==> config.mk <==
export PLATFORM = sky130hd
export DESIGN_NAME = pwm_deadtime
export DESIGN_NICKNAME = d
export VERILOG_FILES = /design/src/rtl/pwm_deadtime.sv
export SDC_FILE = /design/constraint.sdc
export NUM_CORES = 1
export LEC_CHECK = 0
export ABC_AREA = 1
export BUFFER_PORTS_ARGS = -buffer_cell sky130_fd_sc_hd__buf_4
export CORE_ASPECT_RATIO = 1.5
export CORE_MARGIN = 5
export CORE_UTILIZATION = 60
export DETAILED_ROUTE_END_ITERATION = 6
export GPL_ROUTABILITY_DRIVEN = 0
export PLACE_DENSITY = 0.8
export SYNTH_ARGS = -nofsm -noshare
export SYNTH_HDL_FRONTEND = slang
export SYNTH_SLANG_ARGS = --single-unit
==> constraint.sdc <==
create_clock -name clk -period 2.1 [get_ports clk]
set_clock_uncertainty 0.15 [all_clocks]
set_input_delay 0.63 -clock clk [delete_from_list [all_inputs] [get_ports clk]]
set_output_delay 0.63 -clock clk [all_outputs]
set_load 0.005 [all_outputs]
==> src/rtl/pwm_deadtime.sv <==
// rtl/pwm_deadtime.sv - three-phase complementary gate drive with dead-time insertion and fault trip
`timescale 1ns/1ps
module pwm_deadtime #(
    parameter int DT_W   = 8,
    parameter int DT_MIN = 2
) (
    input  logic            clk,
    input  logic            rst,
    input  logic            en,
    input  logic            pwm_a,
    input  logic            pwm_b,
    input  logic            pwm_c,
    input  logic [DT_W-1:0] dt_cfg,
    input  logic            fault,
    input  logic            fault_clr,
    output logic            outUA_P,
    output logic            outUA_N,
    output logic            outUB_P,
    output logic            outUB_N,
    output logic            outUC_P,
    output logic            outUC_N,
    output logic            fault_lat,
    output logic [2:0]      busy
);

    typedef enum logic [2:0] {
        S_OFF  = 3'd0,
        S_DT_P = 3'd1,
        S_P_ON = 3'd2,
        S_DT_N = 3'd3,
        S_N_ON = 3'd4
    } state_t;

    localparam logic [DT_W-1:0] DT_MIN_W = DT_W'(DT_MIN);
    localparam logic [DT_W-1:0] CNT_ONE  = DT_W'(1);

    state_t          state_q [3];
    state_t          state_d [3];
    logic [DT_W-1:0] cnt_q   [3];
    logic [DT_W-1:0] cnt_d   [3];
    logic [2:0]      drv_p;
    logic [2:0]      drv_n;
    logic [2:0]      pwm;
    logic [DT_W-1:0] dt_eff;
    logic            fault_lat_d;

    assign pwm    = {pwm_c, pwm_b, pwm_a};
    assign dt_eff = (dt_cfg < DT_MIN_W) ? DT_MIN_W : dt_cfg;

    // A simultaneous trip and clear keeps the latch set.
    always_comb begin
        fault_lat_d = fault_lat;
        if (fault) begin
            fault_lat_d = 1'b1;
        end else if (fault_clr) begin
            fault_lat_d = 1'b0;
        end
    end

    // Priority per phase: fault, then enable, then command/count.
    always_comb begin
        for (int i = 0; i < 3; i++) begin
            state_d[i] = state_q[i];
            cnt_d[i]   = cnt_q[i];
            if (fault || !en) begin
                state_d[i] = S_OFF;
                cnt_d[i]   = '0;
            end else begin
                case (state_q[i])
                    S_OFF: begin
                        if (!fault_lat) begin
                            state_d[i] = pwm[i] ? S_DT_P : S_DT_N;
                            cnt_d[i]   = dt_eff;
                        end
                    end
                    S_DT_P: begin
                        if (!pwm[i]) begin
                            state_d[i] = S_DT_N;
                            cnt_d[i]   = dt_eff;
                        end else if (cnt_q[i] <= CNT_ONE) begin
                            state_d[i] = S_P_ON;
                            cnt_d[i]   = '0;
                        end else begin
                            cnt_d[i] = cnt_q[i] - CNT_ONE;
                        end
                    end
                    S_P_ON: begin
                        if (!pwm[i]) begin
                            state_d[i] = S_DT_N;
                            cnt_d[i]   = dt_eff;
                        end
                    end
                    S_DT_N: begin
                        if (pwm[i]) begin
                            state_d[i] = S_DT_P;
                            cnt_d[i]   = dt_eff;
                        end else if (cnt_q[i] <= CNT_ONE) begin
                            state_d[i] = S_N_ON;
                            cnt_d[i]   = '0;
                        end else begin
                            cnt_d[i] = cnt_q[i] - CNT_ONE;
                        end
                    end
                    S_N_ON: begin
                        if (pwm[i]) begin
                            state_d[i] = S_DT_P;
                            cnt_d[i]   = dt_eff;
                        end
                    end
                    default: begin
                        state_d[i] = S_OFF;
                        cnt_d[i]   = '0;
                    end
                endcase
            end
        end
    end

    // Drives and busy are decoded from the next state so they switch with the FSM.
    always_ff @(posedge clk or posedge rst) begin
        if (rst) begin
            for (int i = 0; i < 3; i++) begin
                state_q[i] <= S_OFF;
                cnt_q[i]   <= '0;
            end
            drv_p     <= '0;
            drv_n     <= '0;
            busy      <= '0;
            fault_lat <= 1'b0;
        end else begin
            for (int i = 0; i < 3; i++) begin
                state_q[i] <= state_d[i];
                cnt_q[i]   <= cnt_d[i];
                drv_p[i]   <= (state_d[i] == S_P_ON);
                drv_n[i]   <= (state_d[i] == S_N_ON);
                busy[i]    <= (state_d[i] == S_DT_P) || (state_d[i] == S_DT_N);
            end
            fault_lat <= fault_lat_d;
        end
    end

    assign outUA_P = drv_p[0];
    assign outUA_N = drv_n[0];
    assign outUB_P = drv_p[1];
    assign outUB_N = drv_n[1];
    assign outUC_P = drv_p[2];
    assign outUC_N = drv_n[2];

endmodule

==> impl_metrics.sql <==
INSERT INTO impl_metrics (metric_group, metric, value, unit) VALUES
('routing', 'detail_route.vias_per_cell', '5.21', ''),
('global_routing', 'grt_start_max_net_pins', '44', ''),
('sta', 'maxClockFrequency', '546', 'MHz'),
('cells_and_area', 'finalNetCount', '518', ''),
('clocking', 'clk-insertion-delay-late', '300', 'ps'),
('yosys', 'async_sr_flop_fraction', '1.00', ''),
('cells_and_area', 'flow.area_growth_from_synthesis', '13.1', '%'),
('setup_path', 'setup.reg_to_reg.worst_slack', '270', 'ps'),
('global_routing', 'number_of_antenna_violations_at_the_first_check_in_global_routing', '0', ''),
('yosys', 'synth.top_cell.area_share', '0.359', ''),
('yosys', 'synth.yosys.warnings', '0', ''),
('sta', 'setup_viol', '0', ''),
('place', 'hpwl', '5200', 'um'),
('place', 'place_ws', '173', 'ps'),
('yosys', 'ys_seq_elements', '43', ''),
('outcome', 'outcome', 'finished clean', ''),
('setup_path', 'cp_data_required_time', '2150', 'ps'),
('clocking', 'tritoncts.num_buffers', '5', ''),
('clocking', 'h-tree-depth', '2', ''),
('floorplan', 'fp.dieArea', '0.00654', 'mm2'),
('yosys', 'synth-compound-area-share', '0.0789', ''),
('floorplan', 'floorplan.initialDensity', '0.618', ''),
('global_routing', 'grt_overflow_total', '0', ''),
('sta', 'ratio_of_final_minimum_period_to_clock_period', '0.872', ''),
('power', 'leakagePower', '1.99', 'nW'),
('sta', 'grt_setup_unrepaired', 'no', ''),
('global_routing', 'first_pass_grt_wire_length', '12000', 'um'),
('floorplan', 'core_region_area', '0.00485', 'mm2'),
('setup_path', 'length_in_cells_of_the_worst_reg_to_reg_path', '11', ''),
('setup_path', 'cp_common_cell', 'sky130_fd_sc_hd__nand2_1', ''),
('yosys', 'synthDominantAreaCellType', 'sky130_fd_sc_hd__dfrtp_1', ''),
('sta', 'totalNegativeSetupSlack', '0', 'ps'),
('clocking', 'cts_hold_repair.buffers', '0', ''),
('yosys', 'dominant_combinational_cell_family_by_area_after_synthesis', 'simple AND/OR/NAND/NOR gates', ''),
('clocking', 'cts.repair_timing.setup_buffer_count', '0', ''),
('yosys', 'mappedNetlistNets', '486', ''),
('setup_path', 'cpLargestDelayFamily', 'simple AND/OR/NAND/NOR gates', ''),
('yosys', 'sequential_cell_area_fraction_in_the_yosys_report', '0.359', ''),
('yosys', 'count_of_unique_library_cells_instantiated_by_yosys', '25', ''),
('yosys', 'yosys.cell_count.top_type', 'sky130_fd_sc_hd__nand2_1', ''),
('power', 'highest_ir_drop_seen_on_vdd', '0.417', 'mV'),
('setup_path', 'crit_path_start_kind', 'register', ''),
('floorplan', 'die-width', '67.7', 'um'),
('cells_and_area', 'fraction_of_layout_instances_using_a_drive_strength_above_1', '0.105', ''),
('routing', 'route.final.wire_length', '6790', 'um'),
('yosys', 'synth.avg_cell_area', '6.46', 'um2'),
('min_path', 'min_path_type', 'primary input to asynchronous set/reset pin', ''),
('place', 'numPortBuffers', '25', ''),
('cells_and_area', 'diodes', '0', ''),
('sta', 'finalHoldViolations', '0', ''),
('yosys', 'synthesized_area_fraction_occupied_by_adder_cells', '0.0250', ''),
('setup_path', 'regToRegEndpoint', 'cnt_q[15]', ''),
('routing', 'number_of_iterations_in_the_first_detailed_routing_pass', '4', ''),
('yosys', 'synthMuxAreaShare', '0', ''),
('global_routing', 'first_global_vias', '2898', ''),
('routing', 'route.vias.total', '2936', ''),
('setup_path', 'critPathArrivalTime', '1890', 'ps'),
('clocking', 'cts.reportedPaths.clkPinSlew', '90', 'ps'),
('setup_path', 'criticalPathCategory', 'register to register', ''),
('sta', 'maxSlewViolCount', '0', ''),
('clocking', 'clock-sinks', '43', ''),
('setup_path', 'slowest_stage', 'sky130_fd_sc_hd__dfrtp_1', ''),
('global_routing', 'grt_use_total', '0.238', ''),
('setup_path', 'critical_path.max_stage_delay', '410', 'ps'),
('clocking', 'tritoncts_clock_tree', 'yes', ''),
('setup_path', 'r2r_start', 'cnt_q[8]', ''),
('floorplan', 'fp.dieH', '96.6', 'um'),
('job', 'drv.max_cap_violation_count', '0', ''),
('cells_and_area', 'finalNonFillerCells', '563', ''),
('yosys', 'synth_enable_flop_cells', '0', ''),
('sta', 'timing_worst_slew_pin_value', '369', 'ps');
## how the worst max path moves through the flow
stage | from | end | depth (start not counted)
5_1_grt | cnt_q[16] | cnt_q[21] | 11
2_1_floorplan | rst | busy[0] | 1
4_1_cts | cnt_q[16] | cnt_q[16] | 11
3_5_place_dp | pwm_b | cnt_q[15] | 11
6_report | cnt_q[8] | cnt_q[15] | 11
3_3_place_gp | pwm_b | cnt_q[15] | 11
## cells by family (layout without fill, tap and decap cells)
kind of cell	count (synthesis)	count (layout)
xor gates and xnor gates	12	12
DFF	43	43
and+or+nand+nor	300	300
AOI/OAI and AO/OA	36	36
buffers and inverters	67	100
adders and majority gates	6	6
## sequential cells by signal, summed over array words and instances (netlist names)
| signal | flops |
|---|---|
| busy | 3 |
| cnt_q | 24 |
| drv_n | 3 |
| drv_p | 3 |
| fault_lat | 1 |
| state_q | 9 |
## worst min-delay path: stages
cell and delay, ps:
sky130_fd_sc_hd__buf_4 110, sky130_fd_sc_hd__clkinv_1 60, sky130_fd_sc_hd__buf_12 240
## report_power, final
group | internal, mW | switching [mW]
combinational | 0.190 | 0.340
sequential | 0.865 | 0.0372
clock | 0.268 | 0.289
## final cells by class
type	instances	area (um2)	share of cell area
Multi-Input combinational cell	354	1670	0.492
Sequential cell	43	1080	0.317
Clock buffer	6	82.6	0.0244
Timing Repair Buffer	29	230	0.0679
Tap cell	66	82.6	0.0244
Clock inverter	2	16.3	0.00480
Inverter	63	236	0.0697
## cells in the final DEF (no fill, tap or decap), drive strengths merged
master	instances
a21oi	5
a31oi	3
buf	29
clkbuf	6
clkinv	2
clkinvlp	1
dfrtp	43
ha	6
inv	62
nand2	191
nand3	56
nand4	1
nor2	47
nor3	5
o211ai	3
o21ai	24
o21bai	1
xnor2	3
xor2	9
## metrics by stage
step	power (mW)	utilization	area, um2
floorplan	1.29	-	3000
global placement	1.44	0.678	3290
global route	2.13	0.699	3390
detailed placement	1.44	0.678	3290
CTS	2.01	0.698	3390
finish	1.99	0.699	3390
## per-layer routing
metal / wire [um] / share of wire / vias to the layer above / track usage
li1: - / - / 1510 / -
met5: 0 / 0 / - / 0
met2: 3510 / 0.52 / 74 / 0.446
met3: 384 / 0.057 / 19 / 0.0394
met1: 2730 / 0.40 / 1333 / 0.258
met4: 161 / 0.024 / 0 / 0.0964
(Power assumes the default switching activity.)
